--- config.mk ---
export PLATFORM = sky130hd
export DESIGN_NAME = ctrl_frame_decoder
export DESIGN_NICKNAME = d
export VERILOG_FILES = /design/src/rtl/ctrl_link_pkg.sv /design/src/rtl/ctrl_frame_decoder_byte_timeout.sv /design/src/rtl/ctrl_frame_decoder.sv
export SDC_FILE = /design/constraint.sdc
export NUM_CORES = 1
export LEC_CHECK = 0
export ABC_AREA = 1
export ABC_CLOCK_PERIOD_IN_PS = 2600
export CAP_MARGIN = 20
export CORE_UTILIZATION = 55
export DETAILED_ROUTE_END_ITERATION = 7
export PLACE_DENSITY = 0.79
export SLEW_MARGIN = 20
export SYNTH_ARGS = -nofsm -noshare
export SYNTH_HDL_FRONTEND = slang
export SYNTH_SLANG_ARGS = --single-unit
--- constraint.sdc ---
create_clock -name clk -period 2.6 [get_ports clk]
set_clock_uncertainty 0.1 [all_clocks]
set_input_delay 0.65 -clock clk [delete_from_list [all_inputs] [get_ports clk]]
set_output_delay 0.65 -clock clk [all_outputs]
set_load 0.01 [all_outputs]
--- src/rtl/ctrl_link_pkg.sv ---
// Shared definitions for the serial remote-control link: decoder states,
// frame byte constants, reset values and the unsigned clamp helper.
package ctrl_link_pkg;

    typedef enum logic [3:0] {
        S_IDLE,
        S_HDR_B,
        S_CMD,
        S_ST_H,
        S_ST_L,
        S_TH_H,
        S_TH_L,
        S_CSUM,
        S_MODE
    } state_e;

    localparam logic [7:0] HDR_A    = 8'h61;
    localparam logic [7:0] HDR_B    = 8'h62;
    localparam logic [7:0] CMD_CTRL = 8'h63;
    localparam logic [7:0] CMD_MODE = 8'h6D;

    localparam logic [15:0] STEER_RST = 16'd500;
    localparam logic [15:0] THR_RST   = 16'd512;

    function automatic logic [15:0] clamp_u16(input logic [15:0] v, input logic [15:0] lim);
        return (v > lim) ? lim : v;
    endfunction

endpackage

--- src/rtl/ctrl_frame_decoder_byte_timeout.sv ---
// Inter-byte idle counter: cleared by every byte, held at zero while the
// decoder is idle, expire_c flags the cycle whose edge abandons the frame.
module byte_timeout #(
    parameter int unsigned TIMEOUT_CYCLES = 5000000
) (
    input  logic clk,
    input  logic rst,
    input  logic clear,
    input  logic active,
    output logic expire_c
);

    localparam int unsigned CNT_W = (TIMEOUT_CYCLES > 1) ? $clog2(TIMEOUT_CYCLES) : 1;
    localparam logic [CNT_W-1:0] CNT_LAST = CNT_W'(TIMEOUT_CYCLES - 1);

    logic [CNT_W-1:0] cnt_q;
    logic [CNT_W-1:0] cnt_d;

    // A byte arriving on the expiry cycle wins, so clear masks the expiry.
    assign expire_c = active && !clear && (cnt_q == CNT_LAST);

    always_comb begin
        cnt_d = CNT_W'(cnt_q + 1'b1);
        if (clear || !active || expire_c) begin
            cnt_d = '0;
        end
    end

    always_ff @(posedge clk) begin
        if (rst) begin
            cnt_q <= '0;
        end else begin
            cnt_q <= cnt_d;
        end
    end

endmodule

--- src/rtl/ctrl_frame_decoder.sv ---
// Remote-control frame decoder: "a b c" control and "a b m" mode frames into
// clamped registered commands. Define CTRL_FRAME_CHECKSUM_EN for an XOR checksum byte.
module ctrl_frame_decoder
    import ctrl_link_pkg::*;
#(
    parameter int unsigned CLK_HZ         = 50000000,
    parameter int unsigned TIMEOUT_CYCLES = 5000000,
    parameter int unsigned STEER_MAX      = 1000,
    parameter int unsigned THR_MAX        = 1023
) (
    input  logic        clk,
    input  logic        rst,
    input  logic        rx_valid,
    input  logic [7:0]  rx_data,
    output logic [15:0] steer,
    output logic [15:0] throttle,
    output logic        cmd_valid,
    output logic        ctrl_mode,
    output logic        mode_valid,
    output logic        frame_err,
    output logic [7:0]  err_count
);

    if (CLK_HZ == 0 || TIMEOUT_CYCLES < 2) begin : g_bad_param
        $error("ctrl_frame_decoder: CLK_HZ must be nonzero and TIMEOUT_CYCLES >= 2");
    end

    localparam logic [15:0] STEER_LIM = 16'(STEER_MAX);
    localparam logic [15:0] THR_LIM   = 16'(THR_MAX);

    state_e      state_q, state_d;
    logic [15:0] sh_steer_q, sh_steer_d;
    logic [15:0] sh_thr_q, sh_thr_d;
    logic [15:0] steer_q, steer_d;
    logic [15:0] throttle_q, throttle_d;
    logic        cmd_valid_q, cmd_valid_d;
    logic        ctrl_mode_q, ctrl_mode_d;
    logic        mode_valid_q, mode_valid_d;
    logic        frame_err_q, frame_err_d;
    logic [7:0]  err_count_q, err_count_d;
    logic        commit_c;
    logic        expire_c;

    byte_timeout #(
        .TIMEOUT_CYCLES(TIMEOUT_CYCLES)
    ) u_timeout (
        .clk     (clk),
        .rst     (rst),
        .clear   (rx_valid),
        .active  (state_q != S_IDLE),
        .expire_c(expire_c)
    );

    always_comb begin
        state_d      = state_q;
        sh_steer_d   = sh_steer_q;
        sh_thr_d     = sh_thr_q;
        steer_d      = steer_q;
        throttle_d   = throttle_q;
        ctrl_mode_d  = ctrl_mode_q;
        err_count_d  = err_count_q;
        cmd_valid_d  = 1'b0;
        mode_valid_d = 1'b0;
        frame_err_d  = 1'b0;
        commit_c     = 1'b0;

        if (rx_valid) begin
            unique case (state_q)
                S_IDLE: begin
                    if (rx_data == HDR_A) state_d = S_HDR_B;
                end
                S_HDR_B: begin
                    if (rx_data == HDR_B) begin
                        state_d = S_CMD;
                    end else if (rx_data != HDR_A) begin
                        state_d     = S_IDLE;
                        frame_err_d = 1'b1;
                    end
                end
                S_CMD: begin
                    if (rx_data == CMD_CTRL) begin
                        state_d = S_ST_H;
                    end else if (rx_data == CMD_MODE) begin
                        state_d = S_MODE;
                    end else begin
                        state_d     = (rx_data == HDR_A) ? S_HDR_B : S_IDLE;
                        frame_err_d = 1'b1;
                    end
                end
                S_ST_H: begin
                    sh_steer_d[15:8] = rx_data;
                    state_d          = S_ST_L;
                end
                S_ST_L: begin
                    sh_steer_d[7:0] = rx_data;
                    state_d         = S_TH_H;
                end
                S_TH_H: begin
                    sh_thr_d[15:8] = rx_data;
                    state_d        = S_TH_L;
                end
                S_TH_L: begin
                    sh_thr_d[7:0] = rx_data;
`ifdef CTRL_FRAME_CHECKSUM_EN
                    state_d = S_CSUM;
`else
                    state_d  = S_IDLE;
                    commit_c = 1'b1;
`endif
                end
`ifdef CTRL_FRAME_CHECKSUM_EN
                S_CSUM: begin
                    state_d = S_IDLE;
                    if (rx_data == (sh_steer_q[15:8] ^ sh_steer_q[7:0] ^ sh_thr_q[15:8] ^ sh_thr_q[7:0])) begin
                        commit_c = 1'b1;
                    end else begin
                        frame_err_d = 1'b1;
                    end
                end
`endif
                S_MODE: begin
                    ctrl_mode_d  = rx_data[0];
                    mode_valid_d = 1'b1;
                    state_d      = S_IDLE;
                end
                default: state_d = S_IDLE;
            endcase
        end else if (expire_c) begin
            state_d     = S_IDLE;
            frame_err_d = 1'b1;
            sh_steer_d  = '0;
            sh_thr_d    = '0;
        end

        // Live outputs only ever change here, never mid-frame.
        if (commit_c) begin
            steer_d     = clamp_u16(sh_steer_d, STEER_LIM);
            throttle_d  = clamp_u16(sh_thr_d, THR_LIM);
            cmd_valid_d = 1'b1;
        end

        if (frame_err_d && (err_count_q != 8'hFF)) begin
            err_count_d = 8'(err_count_q + 8'd1);
        end
    end

    always_ff @(posedge clk) begin
        if (rst) begin
            state_q      <= S_IDLE;
            sh_steer_q   <= '0;
            sh_thr_q     <= '0;
            steer_q      <= STEER_RST;
            throttle_q   <= THR_RST;
            cmd_valid_q  <= 1'b0;
            ctrl_mode_q  <= 1'b1;
            mode_valid_q <= 1'b0;
            frame_err_q  <= 1'b0;
            err_count_q  <= '0;
        end else begin
            state_q      <= state_d;
            sh_steer_q   <= sh_steer_d;
            sh_thr_q     <= sh_thr_d;
            steer_q      <= steer_d;
            throttle_q   <= throttle_d;
            cmd_valid_q  <= cmd_valid_d;
            ctrl_mode_q  <= ctrl_mode_d;
            mode_valid_q <= mode_valid_d;
            frame_err_q  <= frame_err_d;
            err_count_q  <= err_count_d;
        end
    end

    assign steer      = steer_q;
    assign throttle   = throttle_q;
    assign cmd_valid  = cmd_valid_q;
    assign ctrl_mode  = ctrl_mode_q;
    assign mode_valid = mode_valid_q;
    assign frame_err  = frame_err_q;
    assign err_count  = err_count_q;

endmodule

==> results of run 1 <==
==> power by group through the flow <==
stage,clock (mW),combinational (mW),sequential (mW)
after global placement,0,0.263,1.52
after global routing,1.06,0.301,1.49
after detailed placement,0,0.268,1.52
after CTS,0.989,0.270,1.48
final,0.982,0.273,1.48
after floorplan,0,0.146,1.52
==> layout by cell type (no fill, tap or decap), types with 6 or more instances in the layout <==
cell               n
nand2_1          118
nor2_1            90
dfxtp_1           95
buf_4             51
o21ai_0           44
nand3_2            6
clkbuf_8          10
a21oi_1           50
nand3_1           40
nor3_1             7
inv_1             66
a31oi_1            9
nand4_1           11
o211ai_1          15
clkdlybuf4s50_1   54
==> cell usage after synthesis, drive strengths merged <==
library cell / number / area [µm²]
a221oi: 3 / 26.3
ha: 2 / 25.0
inv: 70 / 263
or2: 1 / 6.26
clkbuf: 20 / 75.1
nand2: 119 / 454
o21ai: 44 / 220
and3: 1 / 6.26
o211ai: 16 / 125
nor3b: 1 / 7.51
nand3: 46 / 260
buf: 7 / 51.3
nand4: 12 / 90.1
nor4: 4 / 25.0
o21a: 1 / 7.51
dfxtp: 95 / 1900
o221ai: 1 / 8.76
a31oi: 9 / 56.3
clkinv: 2 / 7.51
xnor2: 3 / 26.3
nor3: 8 / 45.0
a21oi: 53 / 284
nor2: 96 / 383
a22oi: 1 / 7.51
a211oi: 1 / 7.51
o21bai: 1 / 7.51
xor2: 2 / 17.5
==> final cells by class <==
type / instances / share of cell area [%]
Sequential cell: 95 / 34.5
Clock buffer: 10 / 2.49
Timing Repair Buffer: 105 / 16.7
Clock inverter: 5 / 1.04
Inverter: 72 / 4.90
Multi-Input combinational cell: 425 / 38.0
Tap cell: 102 / 2.31
==> stage by stage <==
step	worst slack (ns)	TNS (ns)	instances	hold WS, ns
after floorplan	0.550	0	619	0.318
after global placement	-0.100	-0.890	799	0.328
after detailed placement	-0.156	-2.41	799	0.329
after CTS	0.234	0	814	0.343
after global routing	0.00399	0	814	0.369
final	0.193	0	814	0.342
==> worst reg2reg max path: stages, from the launching register on <==
cell	delay, ns
dfxtp_1	0.44
inv_1	0.12
nor2_1	0.13
nand2_1	0.32
o21ai_0	0.34
o21ai_0	0.16
nor2_1	0.15
nand4_1	0.12
buf_4	0.16
inv_2	0.13
a31oi_1	0.11
==> logic make-up after synthesis <==
family          after synthesis  share of synthesized area [%]
buf+inv                      99                           9.02
simple gates                288                           29.1
compound gates              130                           17.1
flops                        95                           43.3
xor+xnor                      5                          0.996
fa+ha+maj                     2                          0.569
==> routing by layer <==
metal  share of wire [%]  up-vias
met2                  49      122
met1                  43     2047
met4                 2.2        0
met5                   0        -
li1                    -     2211
met3                 5.1       25
==> registers in the layout (all words and copies together), names as in the netlist <==
| register | flops |
|---|---|
| steer | 16 |
| sh_thr_q | 8 |
| state_q | 4 |
| u_timeout.cnt_q | 23 |
| ctrl_mode | 1 |
| err_count | 8 |
| cmd_valid | 1 |
| frame_err | 1 |
| throttle | 16 |
| mode_valid | 1 |
| sh_steer_q | 16 |
==> final timing paths <==
check	end	slack [ns]	cells after the start
max	throttle[1]$_SDFFE_PP0P_	0.19	11
min	steer[11]$_SDFFE_PP0P_	0.34	2
max reg2reg	throttle[1]$_SDFFE_PP0P_	0.20	10
min reg2reg	steer[11]$_SDFFE_PP0P_	0.34	2
==> summary by stage, run 1 <==
Power
The share of total power in combinational logic is 10.0%. For this design the static power due to leakage is ~2.2 nW. The completed layout was analyzed and its total power is 2.74 mW. The switching part of the total is ~25%. The cell-internal power is 2.05 mW.

IR analysis of the VDD net gives a maximum drop of 0.356 mV. The net switching component of the power is 0.691 mW. In this run the power density over the cells is about 500 nW/µm². The power share of the sequential group is 54.2%. The fraction of power consumed by the clock network is a little over a third.

Clock network
The clock transition time at the flip-flop clock pins of the worst setup and hold paths is about 0.10 ns. The number of post-CTS setup repair buffers is 0. The cts-stage hold buffer count is 0. The number of gates resized after cts is 0. The clock tree from TritonCTS is built. The total clock buffers created by CTS is 9. Counting along the longest clock path gives a buffer depth of 2. The buffer cell driving the clock tree root is clkbuf_8.

The later pin in the worst-skew pair is clocked with a latency of 0.36 ns. In this run the number of H-tree levels came out at 3. Counting every sink on the clock net gives 95.

Place
The wire-length estimate of the detail-placed layout is 7870 µm. The count of buffers added on input and output ports is 54. The final RePlAce weighted congestion is 0.887. The area of placed instances is 5320 µm².

Finish
Cells with a size suffix above 1 make up 12.6% of the layout. The sequential standard cell area is 1900 µm². The antenna cell count is 0. The final layout contains between 700 and 800 nets. The final cell area excluding filler cells is 5520 µm². Cells fill a little over 70% of the core in the end.

The layout has about 630 filler cells. Relative to the synthesized area, the layout overhead comes to 25.5%. The area of combinational cells with multiple inputs is between 2000 and 2500 µm².

Global routing
For met2 alone, demand over resource in global routing was 49.1%. The global-route usage over all layers is 28.0%. The initial antenna violation count is 0. The first global-routing pass estimated about 19000 µm of wire. The global routing stage identified its most utilized layer as met2. Entering global routing, the biggest net connects 28 pins. The via count of the first global-routing pass came to 4300.

For met1 alone, demand over resource in global routing was 34.0%. Global routing used around 5.4% of the available met3 tracks. The overall overflow remaining after global route is 0.

Yosys
Of the synthesized area, sequential elements account for 43.3%. The count of synthesis-stage warnings from yosys is 0. The cell count after synthesis came out at 619.

The distinct cell type count after synthesis is 40. When the netlist entered floorplanning its net count stood at 632. Counting flops and latches in the post-synthesis netlist gives 95.

The average instance in the mapped netlist occupies 7.10 µm². The mapped netlist covers about 4400 µm².

Worst hold path
The worst min-delay path class is reg2reg. The startpoint identified for the worst hold timing path is steer[11]$_SDFFE_PP0P_.

Floorplan
The floorplan has 32 rows. The die boundary width is 91.4 µm. The core region is 7730 µm². The area of the die is 8350 µm². Once the floorplan was initialized, standard cells occupied approximately 57% of the core. The die is around 91 µm tall. In this run the count of I/O pins placed on the die edge is 55.

Setup path
On the worst path, the slowest cell contributes a delay of about 0.52 ns. The critical path is of the in2reg type. The master of the slowest instance on the critical path is clkdlybuf4s50_1. The type of element capturing the critical path is a flip-flop. The worst path buffer plus inverter count is 5.

In this run the worst setup path begins at rx_valid. Traced cell by cell, the critical path runs through clkdlybuf4s50_1 -> inv_1 -> buf_4 -> a21oi_1 -> o21ai_0 -> o21ai_0 -> nor2_1 -> nand4_1 -> buf_4 -> inv_2 -> a31oi_1. The maximum fanout along the worst path is 8. The worst setup path is launched from an input port. The kind of cell with the highest combined delay on the critical path is buffers and inverters. The data arrival time of the critical path is approximately 2.6 ns. In this run the critical register-to-register path is launched from state_q[0]$_SDFFE_PP0P_. The required time reported for the critical path endpoint is 2.74 ns.

Route
In this run the remaining antenna-violating nets after routing total 0. After detailed routing, the number of vias per cell comes to 5.41. The detailed-route wire length is 11100 µm. In the routed design, unresolved DRC markers number 0. The routed layout has 4405 vias. Dividing the detail-routed wire length by the instance count gives approximately 14 µm.

For this run, the detailed router's first-pass iteration total came to 5. The detailed router finished its first iteration with 274 violations.

STA
For the pin with the worst max-slew slack, the measured transition is 0.563 ns. The max-slew violation total from the final report is 0. The relative slew slack is 62.4%. The total setup violations reported at the end of the flow is 0. The final hold violation count came to 0.

Setup repair after global routing left no endpoint under its margin. The final period utilization is between 90 and 100%. The worst path in the final design needs a cycle of 2.41 ns, including I/O delays and setup. The highest clock rate is 416 MHz.

Run
The max-capacitance violation count is 0.

Status
The run finished with clean final reports.
(Power assumes the default switching activity.)
==> inputs of run 2 (changes only) <==
SKIP_CTS_REPAIR_TIMING = 1   (was default)
==> results of run 2 <==
No change in the layout: final DEF, timing and power equal those of run 1.
==> inputs of run 3 (changes only) <==
SETUP_SLACK_MARGIN = 0.4   (was default)
==> run 3 against run 2 <==
Effect of this change: critical endpoint is now steer[6]$_SDFFE_PP1P_; fmax increased by 10%; total power increased by 0.97%; sequential share of layout area decreased by 2.0 points; setup slack improved by 0.22 ns; sequential power about the same; largest cell class unchanged; non-clock buffer count increased by 18; global-route usage unchanged; sequential cell count unchanged; die area unchanged; critical path type is now reg2reg; largest power group unchanged.
==> summary by stage, run 3 (synthesis gave the netlist of run 1 again) <==
Status
The run finished with clean final reports.

Finish
At the end of the flow the core is filled with cells to 77.2%. The area growth from synthesis to layout is 35.7%. The filler-free cell count of the finished design is 833. The register with the most flip-flops in the layout has 23 of them.

The library cells used most frequently in the layout, excluding fill and tap cells, are nand2_1 (103), nor2_1 (78), dfxtp_1 (77), buf_4 (64), inv_1 (62). 0 antenna diodes ended up in the layout. The post-route netlist has 22.4% of its cells at a drive strength greater than 1.

In the final design database the tool counted 740 nets. The most common cell after layout, fill and taps aside is nand2_1. Summing all flip-flop and latch instances after layout gives approximately 1900 µm². The multi-input combinational cells in the finished layout cover a total of 2290 µm². u_timeout.cnt_q holds more flip-flops than any other register.

The number of inserted filler cells in the final layout is 539.

Setup path
The worst setup path is launched from a flip-flop. The required time reported for the critical path endpoint is 2.76 ns. STA puts the critical path data arrival time at 2.35 ns. The critical path class is reg2reg.

The maximum fanout along the worst path is 8. The type of element capturing the critical path is a flip-flop.

Power
The worst-case IR drop observed on VDD is about 0.35 mV. The cell-internal power is 2.06 mW. Sequential cells account for about 54% of the total power.

In this run switching power makes up 25.5% of total power. The clock network burns 35.6% of the power. In this run the power spent charging and discharging nets is 0.705 mW. The power per unit of standard cell area is roughly 460 nW/µm². In this run the static leakage power is 2.42 nW.

The share of total power in combinational logic is between 10% and 20%.

STA
Setup repair after global routing could not meet its margin everywhere. In this run the tightest slew margin relative to its limit is 63.2%. In the finished design, the share of the clock period the worst path needs comes to between 80 and 90%. The final hold slack is 0.344 ns. The max-slew violation total from the final report is 0. After layout, the minimum clock period comes to between 2 and 2.5 ns.

The final hold violation count is 0. After layout, the worst setup slack is 0.414 ns. The slew at the pin closest to its max-slew limit is 0.551 ns. The highest clock rate is 457 MHz. The total setup violations reported at the end of the flow is 0.

Run
Across the run, the number of max-cap violations was 0.

Worst hold path
The path class of the tightest hold or removal check is reg2reg.

Place
The number of placed instances, taps included, is around 800. The wire-length estimate of the detail-placed layout is 7870 µm. Routability-driven placement finished with a final weighted congestion of 0.887.

In this run the tool buffered the top-level ports with 54 buffer cells. Prior to clock tree synthesis, the placed netlist has a worst setup slack of -0.156 ns.

Clock network
The root buffer cell chosen for the clock tree is clkbuf_8. The H-tree depth reported by CTS is 3. TritonCTS built the clock tree. The maximum clock insertion buffer count is 2. Clock latency on the worst-skew pair, taken at its later pin, is 0.36 ns. After clock tree synthesis, the clock-pin slew on the worst setup and hold paths is 0.09 ns. Clock tree synthesis inserted a total of 9 buffers. CTS saw 95 sinks.

Global routing
Global routing consumed, on the met3 layer, 5.36% of the routing resources. The met1 usage is 34.0%. The met2 layer usage reported by global route is about half. The global-route usage over all layers is approximately 28%. The first global-routing pass estimated about 19000 µm of wire. The overall overflow remaining after global route is 0. The initial antenna violation count is 0.

The layer with the highest usage after global routing is met2. The via count of the first global-routing pass was 4300. The largest net degree at the start of global routing is 28.

Route
The count of antenna-violating nets left after detailed routing is 0. After detailed routing, the average wire length per cell comes to around 14 µm. The DRC marker count from the first detailed-route iteration is 261. Wires add up to ~12000 µm. The detailed-route DRC error count is 0. Summing over every cut layer, the via total after detailed routing is 4592.

The first detailed-routing pass took 5 iterations. Dividing the detail-routed via count by the number of cells gives 5.51.

Floorplan
The die is 91.4 µm wide. The y dimension of the die is around 91 µm. The initialized floorplan defines 32 standard-cell rows. The I/O pin count is 55.

The region available for standard cell placement spans ~7700 µm². The area of the die is 8350 µm². For this configuration, the core starts out at a cell density of 56.9%.
run 3: cell count changes in the layout (fill, tap and decap cells not counted), moves of 3 or more:
cell and change:
dfxtp_1 -18, nand2_1 -15, dfxtp_2 +14, buf_4 +13
nand2_2 +12, nor2_1 -12, nor2_2 +8, clkdlybuf4s50_1 -7
dlymetal6s2s_1 +7, dfxtp_4 +4, inv_1 -4, nand2_4 +4
nor2_4 +4, nand3_4 +3
run 3: layout make-up:
type / count / area share, %
clock inverters: 5 / 0.965
inverters: 72 / 4.66
clock buffers: 10 / 2.31
multi-input cells: 426 / 38.4
well taps: 102 / 2.14
repair buffers: 123 / 19.1
flip-flops and latches: 95 / 32.4
run 3: routing by layer:
layer / vias to the layer above / wire (µm)
li1: 2253 / -
met1: 2166 / 5040
met2: 135 / 6020
met3: 38 / 492
met4: 0 / 362
met5: - / 0
run 3: critical path, cell delays in order, from the launching register on:
cell       delay (ns)
dfxtp_4          0.37
ha_4             0.15
nand3_4          0.10
nor2_4           0.14
nand4_4          0.18
clkbuf_16        0.22
nand3_2          0.07
nand2_1          0.06
nor2_2           0.14
nand2_1          0.08
nor2_2           0.11
nand2_2          0.09
nand2_4          0.11
nand2_2          0.05
nand2_1          0.05
nand2_1          0.05
run 3: worst paths after layout:
| check | startpoint | slack, ns | end | depth (start not counted) |
|---|---|---|---|---|
| worst max-delay path | u_timeout.cnt_q[0]$_SDFF_PP0_ | 0.41 | steer[6]$_SDFFE_PP1P_ | 15 |
| worst min-delay path | steer[11]$_SDFFE_PP0P_ | 0.34 | steer[11]$_SDFFE_PP0P_ | 2 |
| worst min register to register | steer[11]$_SDFFE_PP0P_ | 0.34 | steer[11]$_SDFFE_PP0P_ | 2 |
| worst max register to register | u_timeout.cnt_q[0]$_SDFF_PP0_ | 0.41 | steer[6]$_SDFFE_PP1P_ | 15 |
run 3: power groups by stage:
stage	Clock (mW)	Sequential, mW	Combinational, mW
2_1_floorplan	0	1.52	0.146
3_3_place_gp	0	1.52	0.263
3_5_place_dp	0	1.52	0.268
4_1_cts	0.989	1.48	0.270
5_1_grt	1.06	1.48	0.330
6_report	0.983	1.48	0.300
run 3: per-stage QoR:
stage                     power [mW]  instance area [µm²]  setup TNS, ns
after detailed placement        1.79                 5320          -2.41
after CTS                       2.74                 5520              0
after global placement          1.78                 5320         -0.890
after global routing            2.87                 5960              0
final                           2.77                 5960              0
after floorplan                 1.66                 4400              0
